`config.mk`:
```
export PLATFORM = sky130hd
export DESIGN_NAME = pc_gen
export DESIGN_NICKNAME = d
export VERILOG_FILES = /design/src/rtl/core_pkg.sv /design/src/rtl/if_hold_reg.sv /design/src/rtl/pc_gen.sv
export SDC_FILE = /design/constraint.sdc
export NUM_CORES = 1
export LEC_CHECK = 0
export ABC_AREA = 1
export CAP_MARGIN = 30
export CELL_PAD_IN_SITES_DETAIL_PLACEMENT = 0
export CELL_PAD_IN_SITES_GLOBAL_PLACEMENT = 1
export CORE_UTILIZATION = 34
export CTS_BUF_LIST = sky130_fd_sc_hd__clkbuf_4
export CTS_CLUSTER_SIZE = 24
export DETAILED_ROUTE_END_ITERATION = 16
export HOLD_SLACK_MARGIN = 0.15
export PLACE_DENSITY_LB_ADDON = 0.1
export SYNTH_ARGS = -nofsm -noshare
export SYNTH_HDL_FRONTEND = slang
export SYNTH_HIERARCHICAL = 1
export SYNTH_SLANG_ARGS = --single-unit
```
`constraint.sdc`:
```
create_clock -name clk -period 1.64 [get_ports clk]
set_clock_uncertainty 0.05 [all_clocks]
set_input_delay 0.164 -clock clk [delete_from_list [all_inputs] [get_ports clk]]
set_output_delay 0.164 -clock clk [all_outputs]
set_load 0.005 [all_outputs]
```
`src/rtl/core_pkg.sv`:
```
// core_pkg
//   Shared definitions for the instruction-fetch front end.
//   XLEN / ILEN          : address and instruction widths
//   RESET_PC_DEFAULT     : default first fetch address after reset
//   pc_gen_state_e       : fetch sequencer states
//   align_target()       : clears the low two bits of a redirect target
package core_pkg;

    localparam int XLEN = 64;
    localparam int ILEN = 32;

    localparam logic [XLEN-1:0] RESET_PC_DEFAULT = 64'h0000_0000_8000_0000;

    // REQ  : request outstanding on the bus, waiting for grant
    // WAIT : request granted, waiting for the response
    // HOLD : instruction presented to decode, waiting for acceptance
    // DROP : a granted request was made stale by a redirect; swallow its response
    typedef enum logic [1:0] {
        ST_REQ  = 2'd0,
        ST_WAIT = 2'd1,
        ST_HOLD = 2'd2,
        ST_DROP = 2'd3
    } pc_gen_state_e;

    function automatic logic [XLEN-1:0] align_target(input logic [XLEN-1:0] target);
        return {target[XLEN-1:2], 2'b00};
    endfunction

endpackage

```
`src/rtl/if_hold_reg.sv`:
```
// if_hold_reg
//   Output holding register between fetch and decode.
//   clk, rst_n     : clock, asynchronous active-low reset
//   load_i         : capture pc_i / instr_i and raise valid
//   clear_i        : drop valid (wins over load_i); pc/instr keep last value
//   pc_i, instr_i  : data to capture
//   valid_o, pc_o, instr_o : held outputs
module if_hold_reg
    import core_pkg::*;
(
    input  logic            clk,
    input  logic            rst_n,
    input  logic            load_i,
    input  logic            clear_i,
    input  logic [XLEN-1:0] pc_i,
    input  logic [ILEN-1:0] instr_i,
    output logic            valid_o,
    output logic [XLEN-1:0] pc_o,
    output logic [ILEN-1:0] instr_o
);

    logic            valid_q, valid_d;
    logic [XLEN-1:0] pc_q,    pc_d;
    logic [ILEN-1:0] instr_q, instr_d;

    always_comb begin
        valid_d = valid_q;
        pc_d    = pc_q;
        instr_d = instr_q;
        if (clear_i) begin
            valid_d = 1'b0;
        end else if (load_i) begin
            valid_d = 1'b1;
            pc_d    = pc_i;
            instr_d = instr_i;
        end
    end

    always_ff @(posedge clk or negedge rst_n) begin
        if (!rst_n) begin
            valid_q <= 1'b0;
            pc_q    <= '0;
            instr_q <= '0;
        end else begin
            valid_q <= valid_d;
            pc_q    <= pc_d;
            instr_q <= instr_d;
        end
    end

    assign valid_o = valid_q;
    assign pc_o    = pc_q;
    assign instr_o = instr_q;

endmodule

```
`src/rtl/pc_gen.sv`:
```
// pc_gen
//   Program-counter generator and single-outstanding instruction fetch unit.
//   clk, rst_n                  : clock, asynchronous active-low reset
//   br_taken_i, br_target_i     : redirect pulse and target (low bits forced to 0)
//   imem_req_o, imem_addr_o     : fetch request and address
//   imem_gnt_i                  : request accepted
//   imem_rvalid_i, imem_rdata_i : fetch response
//   if_valid_o, if_pc_o, if_instr_o : instruction presented to decode
//   if_ready_i                  : decode accepts the presented instruction
//   misalign_o                  : one-cycle pulse after a redirect to a misaligned target
module pc_gen
    import core_pkg::*;
#(
    parameter logic [XLEN-1:0] RESET_PC = RESET_PC_DEFAULT
) (
    input  logic            clk,
    input  logic            rst_n,
    input  logic            br_taken_i,
    input  logic [XLEN-1:0] br_target_i,
    output logic            imem_req_o,
    output logic [XLEN-1:0] imem_addr_o,
    input  logic            imem_gnt_i,
    input  logic            imem_rvalid_i,
    input  logic [ILEN-1:0] imem_rdata_i,
    output logic            if_valid_o,
    output logic [XLEN-1:0] if_pc_o,
    output logic [ILEN-1:0] if_instr_o,
    input  logic            if_ready_i,
    output logic            misalign_o
);

    pc_gen_state_e   state_q,    state_d;
    logic [XLEN-1:0] pc_q,       pc_d;
    logic [XLEN-1:0] inflight_q, inflight_d;
    logic            misalign_q, misalign_d;
    logic            hold_load;
    logic            hold_clear;

    always_comb begin
        state_d    = state_q;
        pc_d       = pc_q;
        inflight_d = inflight_q;
        misalign_d = 1'b0;
        hold_load  = 1'b0;
        hold_clear = 1'b0;

        if (br_taken_i) begin
            // A redirect overrides everything; the only state-dependent
            // question is whether a fetch is (or just became) outstanding
            // and therefore has a response that must be swallowed.
            pc_d       = align_target(br_target_i);
            misalign_d = |br_target_i[1:0];
            hold_clear = 1'b1;
            unique case (state_q)
                ST_REQ:  state_d = imem_gnt_i    ? ST_DROP : ST_REQ;
                ST_WAIT: state_d = imem_rvalid_i ? ST_REQ  : ST_DROP;
                ST_HOLD: state_d = ST_REQ;
                ST_DROP: state_d = ST_DROP;
                default: state_d = ST_REQ;
            endcase
        end else begin
            unique case (state_q)
                ST_REQ: begin
                    if (imem_gnt_i) begin
                        inflight_d = pc_q;
                        pc_d       = pc_q + XLEN'(4);  // wraps modulo 2^XLEN
                        state_d    = ST_WAIT;
                    end
                end
                ST_WAIT: begin
                    if (imem_rvalid_i) begin
                        hold_load = 1'b1;
                        state_d   = ST_HOLD;
                    end
                end
                ST_HOLD: begin
                    if (if_ready_i) begin
                        hold_clear = 1'b1;
                        state_d    = ST_REQ;
                    end
                end
                ST_DROP: begin
                    if (imem_rvalid_i) begin
                        state_d = ST_REQ;
                    end
                end
                default: state_d = ST_REQ;
            endcase
        end
    end

    always_ff @(posedge clk or negedge rst_n) begin
        if (!rst_n) begin
            state_q    <= ST_REQ;
            pc_q       <= RESET_PC;
            inflight_q <= '0;
            misalign_q <= 1'b0;
        end else begin
            state_q    <= state_d;
            pc_q       <= pc_d;
            inflight_q <= inflight_d;
            misalign_q <= misalign_d;
        end
    end

    if_hold_reg u_if_hold_reg (
        .clk     (clk),
        .rst_n   (rst_n),
        .load_i  (hold_load),
        .clear_i (hold_clear),
        .pc_i    (inflight_q),
        .instr_i (imem_rdata_i),
        .valid_o (if_valid_o),
        .pc_o    (if_pc_o),
        .instr_o (if_instr_o)
    );

    // State resets to REQ, so the request is additionally gated by rst_n to
    // keep the bus quiet while reset is held.
    assign imem_req_o  = rst_n && (state_q == ST_REQ);
    assign imem_addr_o = pc_q;
    assign misalign_o  = misalign_q;

endmodule

```
==> results.toml <==
[status]
outcome = "finished with violations"
violations = "negative setup slack"

[min_path]
holdCritPathClass = "primary input to async pin"

[cells_and_area]
area_delta_synth_final_pct = 93.2
seq_area_sq_um = 5610
fin_util = 0.667
fill_cells = 2786
multiInputGateArea_sq_um = 6310
drive_gt1_frac = 0.392
fin_cells = 2765
final_nets = 2377

[power_and_ir_drop]
power.internal_uw = 17000
p_switching_uw = 9610
vdd_drop_max_uv = 685
seq_power_share = 0.341
pwr-share-comb = 0.464
power.leakage_uw = 0.0109
p_clk_frac = 0.196
switching_share = 0.361
power_density_nw_per_um2 = 1230

[route]
vias = 13400
drc = 0
first_pass_iters = 7
routed_wl_mm = 51.5
vias_per_cell = 4.83
avgRoutedWirePerCell_um = 18.6
ant_nets = 0
drt_iter0_markers = 799

[clock_network]
clk_path_buf_depth = 3
cts_tree = "done"
htreeDepth = 2
cts_buffers = 61
clock-sinks = 224
cts_root_buffer = "clkbuf_4"
clk_latency_ns = 0.71
cts.clk_slew.worst_paths_ns = 0.07

[floorplanning]
die_width_um = 184
die_area_sq_um = 33800
rows = 66
core_sq_um = 32500
io_pins = 265
die_y_um = 184
initial_core_util = 0.345

[logic_synthesis]
async_reset_ff_frac = 1.00
netlist_top_cells_area = "dfrtp_1, nand2_1, nand3_1, nor2_1, inv_1"
synth_fa_ha_area_frac = 0.00111
synth-xor-area-share = 0.00858
ys_seq_elements = 224
muxShareOfSynthArea = 0
synth-simple-area-share = 0.363
synth.distinct_cells = 46
synthFlopType = "dfrtp_1"
syn_inst = 1461
synth_seq_area_share = 0.499
synth_common_cells = "nand2_1, dfrtp_1, nor2_1, nand3_1, inv_1"
synth_area_leader_cell = "dfrtp_1"
yosysMostFrequentCell = "nand2_1"
synth_edf_count = 0
synth_top_family_by_area = "simple AND/OR/NAND/NOR gates"
ys_warn_count = 6
syn-cell-area_sq_um = 11200
avgSynthCellArea_sq_um = 7.69
yosys.area.top_type_share = 0.497
synth_compound_area_frac = 0.0582

[placed_design]
hpwl_mm = 31.8
routabilityCongestion = 0.917
pre_cts_ws_ns = -0.237
place_inst = 2321
io_buffers = 262

[critical_path]
critPathArrivalTime_ns = 2.42
worst_ep_required_time_ns = 2.17
crit_start = "imem_addr_o[9]"
timing_worst_setup_path_type = "flop to flop"
crit_fanout = 3
timing.rr.start = "imem_addr_o[9]"
worstRegToRegCells = 9
end_kind = "flop"
crit_path_start_kind = "flop"

[timing]
grt_setup_unrepaired = "true"
timing.final.crit_share = 1.16
fmax_mhz = 528
slew_headroom = 0.470
setup-tns-final_ns = -7.93
layout_setup_ws_ns = -0.255
tightest_slew_ns = 0.794
min_period_ns = 1.89
setup_viol = 104
slew_viol_final = 0
hold_violations = 0

[global_routing]
track_usage = 0.271
grt_pass1_wl_mm = 70.3
antenna_found_initial = 1
overflow = 0
grt_pass1_vias = 12900
grt_max_degree = 129

[flow_run]
cap_violations = 0
## power groups by stage
stage | Combinational (uW) | Sequential, uW | Clock [uW]
after global placement | 8970 | 9160 | 0
final | 12300 | 9060 | 5210
after detailed placement | 9040 | 9190 | 0
after global routing | 13300 | 9310 | 5630
after floorplan | 3230 | 9180 | 0
after CTS | 9970 | 8950 | 5330
## routing by layer
layer | part of all wire | GRT usage
met1 | 0.46 | 0.381
met2 | 0.46 | 0.432
met3 | 0.060 | 0.0396
met4 | 0.025 | 0.0817
met5 | 0 | 0
## area by class of cell
class,instances,area share
antenna,1,0.000115
clock buffer,100,0.0346
clock inverter,11,0.00213
inverter,106,0.0199
multi-input combinational,1069,0.291
sequential,224,0.259
tap,442,0.0255
timing repair buffer,812,0.369
## critical path, cell delays in order (launching register included)
cell,delay (ns)
dfrtp_1,0.38
buf_4,0.16
nand2_2,0.10
nor2_4,0.16
buf_4,0.14
nand2_4,0.07
nor2_4,0.15
nand4_1,0.23
o21ai_1,0.22
nand3b_1,0.11
## repair_timing
action,CTS,global route
resized for setup,591,382
gates cloned,0,27
setup endpoints to repair,198,244
hold buffers,98,0
pin swaps,75,114
endpoints found under the hold margin,347,0
buffers inserted,135,104
## path summary, 6_finish.rpt
| path | to | slack, ns |
|---|---|---|
| worst max-delay path | imem_addr_o[54] | -0.25 |
| worst min-delay path | u_if_hold_reg/pc_o[26] | 0.17 |
| worst max register to register | imem_addr_o[54] | -0.25 |
| worst min register to register | u_if_hold_reg/pc_o[39] | 0.41 |
| max in group asynchronous | imem_addr_o[25] | 0.70 |
| min in group clk | imem_addr_o[29] | 0.29 |
## cells in the final DEF (no fill, tap or decap), types with 9 or more instances in the layout
cell | synthesis | layout
nand3_1 | 175 | 141
dlygate4sd2_1 | 0 | 58
nor2_2 | 11 | 34
clkdlybuf4s50_1 | 0 | 99
nand2_1 | 528 | 438
nor2_4 | 8 | 72
nand3_2 | 0 | 20
nand4_1 | 26 | 26
buf_4 | 11 | 279
o21ai_1 | 23 | 26
clkbuf_4 | 0 | 100
nand3_4 | 2 | 16
clkdlybuf4s15_1 | 0 | 44
buf_12 | 0 | 27
dlygate4sd3_1 | 0 | 98
clkbuf_16 | 0 | 17
nand2_4 | 2 | 37
buf_2 | 29 | 28
buf_6 | 8 | 145
inv_1 | 99 | 86
inv_2 | 7 | 13
xor2_1 | 9 | 9
buf_8 | 0 | 11
nand2_2 | 3 | 52
o21ai_0 | 32 | 22
dfrtp_1 | 223 | 217
nor2_1 | 176 | 89
o211ai_1 | 9 | 9
## metrics by stage
step	hold WS [ns]	area, sq um	power, uW
finish	0.171	21700	26600
global route	0.177	21700	28200
CTS	0.162	19200	24200
detailed placement	0.342	15900	18200
global placement	0.345	15900	18100
floorplan	-0.182	11200	12400
## flip-flops by register name, indices dropped and copies added, names as in the netlist
signal and count:
state_q 2, u_if_hold_reg/instr_o 32, imem_addr_o 62, misalign_o 1, u_if_hold_reg/pc_o 64, inflight_q 62
u_if_hold_reg/valid_o 1
## kinds of logic (layout without fill, tap and decap cells)
group	Yosys count	in the layout
AOI/OAI and AO/OA	104	104
and+or+nand+nor	948	949
other	1	5
adders and majority gates	1	1
xor gates and xnor gates	11	11
buffers and inverters	172	1029
DFF	224	224
Power figures use the tool's default switching activity.
==> variant: new RTL, same flow settings <==
The 4 states of `pc_gen_state_e` get a Gray code encoding in 2 bits.
--- a/src/rtl/core_pkg.sv
+++ b/src/rtl/core_pkg.sv
@@ -16,10 +16,10 @@
     // HOLD : instruction presented to decode, waiting for acceptance
     // DROP : a granted request was made stale by a redirect; swallow its response
     typedef enum logic [1:0] {
-        ST_REQ  = 2'd0,
-        ST_WAIT = 2'd1,
-        ST_HOLD = 2'd2,
-        ST_DROP = 2'd3
+        ST_REQ  = 2'b00,
+        ST_WAIT = 2'b01,
+        ST_HOLD = 2'b11,
+        ST_DROP = 2'b10
     } pc_gen_state_e;
 
     function automatic logic [XLEN-1:0] align_target(input logic [XLEN-1:0] target);
Behaviour: no difference found for any inputs over 4 cycles, from zero or initial values and one cycle with rst_n low; so few cycles prove little.
==> variant against the original RTL <==
The flow still finishes with violations (negative setup slack); worst setup slack gained 35 ps; design area fell by 2.8%; utilization down 0.23 points; highest routed layer unchanged; wire length decreased by 4.0%; sequential cell count is the same; largest power group unchanged; sequential power barely moved; area after synthesis fell by 1.8%; total power fell by 1.4%; count of clock-buffer cells in the layout increased by 2.
==> variant: results (changes against the original RTL) <==
Power:
- The maximum vdd ir drop is 0.681 mV (-0.57%).
- The sequential logic power came to 9030 uW (about the same).
- The net switching fraction of the power is 0.366 (+0.00458).
- The share of total power in the clock network is 0.213 (+0.017).
- The leakage dissipation is 0.0105 uW (-3.4%).

Status:
- The checks that failed: negative setup slack.
- The run finished, with violations left.

Setup path:
- The maximum fanout count along the critical path is 8 (+5).
- The worst stage delay on the critical path is 410 ps (+30 ps).

Place:
- The worst setup slack after placement is -171 ps (+66.2 ps).
- The placed wire-length estimate after detailed placement is 29900 um (-5.9%).
- The weighted congestion reported at the end of routability-driven placement is 0.901 (-1.7%).

Synthesis:
- The complex-gate fraction of the synthesized area was 0.0610 (+0.00279).
- The post-synthesis share of cell area spent on xor and xnor gates is 0.00318 (-0.00540).
- The multiplexer share of the synthesized area is 0 (unchanged).
- The share of synthesized flip-flops with an asynchronous set or reset is 1.00 (unchanged).
- Ranked by instance count, the synthesized netlist is headed by 486 x sky130_fd_sc_hd__nand2_1, 223 x sky130_fd_sc_hd__dfrtp_1, 171 x sky130_fd_sc_hd__nand3_1, 171 x sky130_fd_sc_hd__nor2_1, 74 x sky130_fd_sc_hd__inv_1.
- The sequential cell area fraction in the yosys report came to 0.508 (+0.00928).
- The adder-cell share of the synthesized area is 0.00113 (+0.0000207).
- Sorting the synthesized cells by area gives the leading types as sky130_fd_sc_hd__dfrtp_1 51%, sky130_fd_sc_hd__nand2_1 17%, sky130_fd_sc_hd__nand3_1 7.8%.

Global routing:
- The overall routing resource usage is 0.266 (-0.00515).
- The maximum number of pins on one net before global-route repair is 164 (+27%).
- The first-pass GRT wire length is 68200 um (-2.9%).
- The number of antenna violations at the first check in global routing was 1 (unchanged).
- The via count of the first global-routing pass came to 12600 (-2.4%).

STA:
- The least setup slack across all paths after layout came to -219 ps (+35.4 ps).
- The number of failing setup endpoints in the final timing report is 188 (+81%).
- The max-slew headroom at the worst pin came to 0.351 (-0.120).
- The setup total negative slack is -9760 ps (-1830 ps).

Detailed routing:
- The wire length after detailed routing is 49400 um (-4.0%).
- The total iterations of the first detailed-routing run was 5 (-2).
- The average via count per standard cell is 4.97 (+2.9%).
- The DRC violation total after the first TritonRoute iteration came to 800 (+0.13%).

CTS:
- The maximum root-to-sink buffer count was 3 (unchanged).
- The total number of H-tree levels came to 3 (+1).
- The clock transition at the registers of the reported paths was 70 ps (about the same).
- The number of clock buffers inserted by TritonCTS is 67 (+9.8%).

Finish:
- The share of final-layout standard cells stronger than drive strength 1 is 0.402 (+0.00982).
- The final net count is 2264 (-4.8%).
variant: worst paths after layout:
path / to / from / slack [ps]
min in group clk: imem_addr_o[32]$_DFFE_PN0N_ / br_target_i[32] / 230
min: u_if_hold_reg/instr_o[22]$_DFFE_PN0P_ / rst_n / 190
max in group asynchronous: imem_addr_o[61]$_DFFE_PN0N_ / rst_n / 540
min reg2reg: u_if_hold_reg/pc_o[5]$_DFFE_PN0P_ / u_if_hold_reg/pc_o[5]$_DFFE_PN0P_ / 410
max: imem_addr_o[47]$_DFFE_PN0N_ / state_q[1]$_DFFE_PN0P_ / -220
max reg2reg: imem_addr_o[47]$_DFFE_PN0N_ / state_q[1]$_DFFE_PN0P_ / -220
variant: area by class of cell:
class | count | area [sq um]
Fill cell | 2682 | 10600
Tap cell | 402 | 503
Multi-Input combinational cell | 1039 | 6280
Timing Repair Buffer | 749 | 7490
Sequential cell | 224 | 5620
Clock buffer | 102 | 766
Inverter | 80 | 330
Antenna cell | 2 | 5.00
Clock inverter | 14 | 92.6
variant: repair_timing:
| item | in CTS | in global routing |
|---|---|---|
| buffers inserted | 127 | 35 |
| endpoints found under the setup margin | 196 | 222 |
| hold buffers | 96 | 0 |
| pin swaps | 75 | 96 |
| resized for setup | 534 | 354 |
| endpoints found under the hold margin | 321 | 0 |
| cloned | 0 | 36 |
variant: stage by stage:
stage                     utilization  total power [uW]  instances  area [sq um]
after floorplan                     -             12100       1408         11000
after detailed placement        0.492             17900       2217         15600
after global routing            0.665             27900       2612         21100
final                           0.665             26200       2612         21100
after CTS                       0.594             24100       2547         18800
after global placement          0.492             17700       2217         15600
variant: routing by layer:
metal  vias to the layer above  track usage  share of wire
met5                         -            0              0
li1                       6132            -              -
met2                       505        0.418           0.47
met1                      6252        0.362           0.43
met4                         0       0.0941          0.029
met3                        97       0.0571          0.072
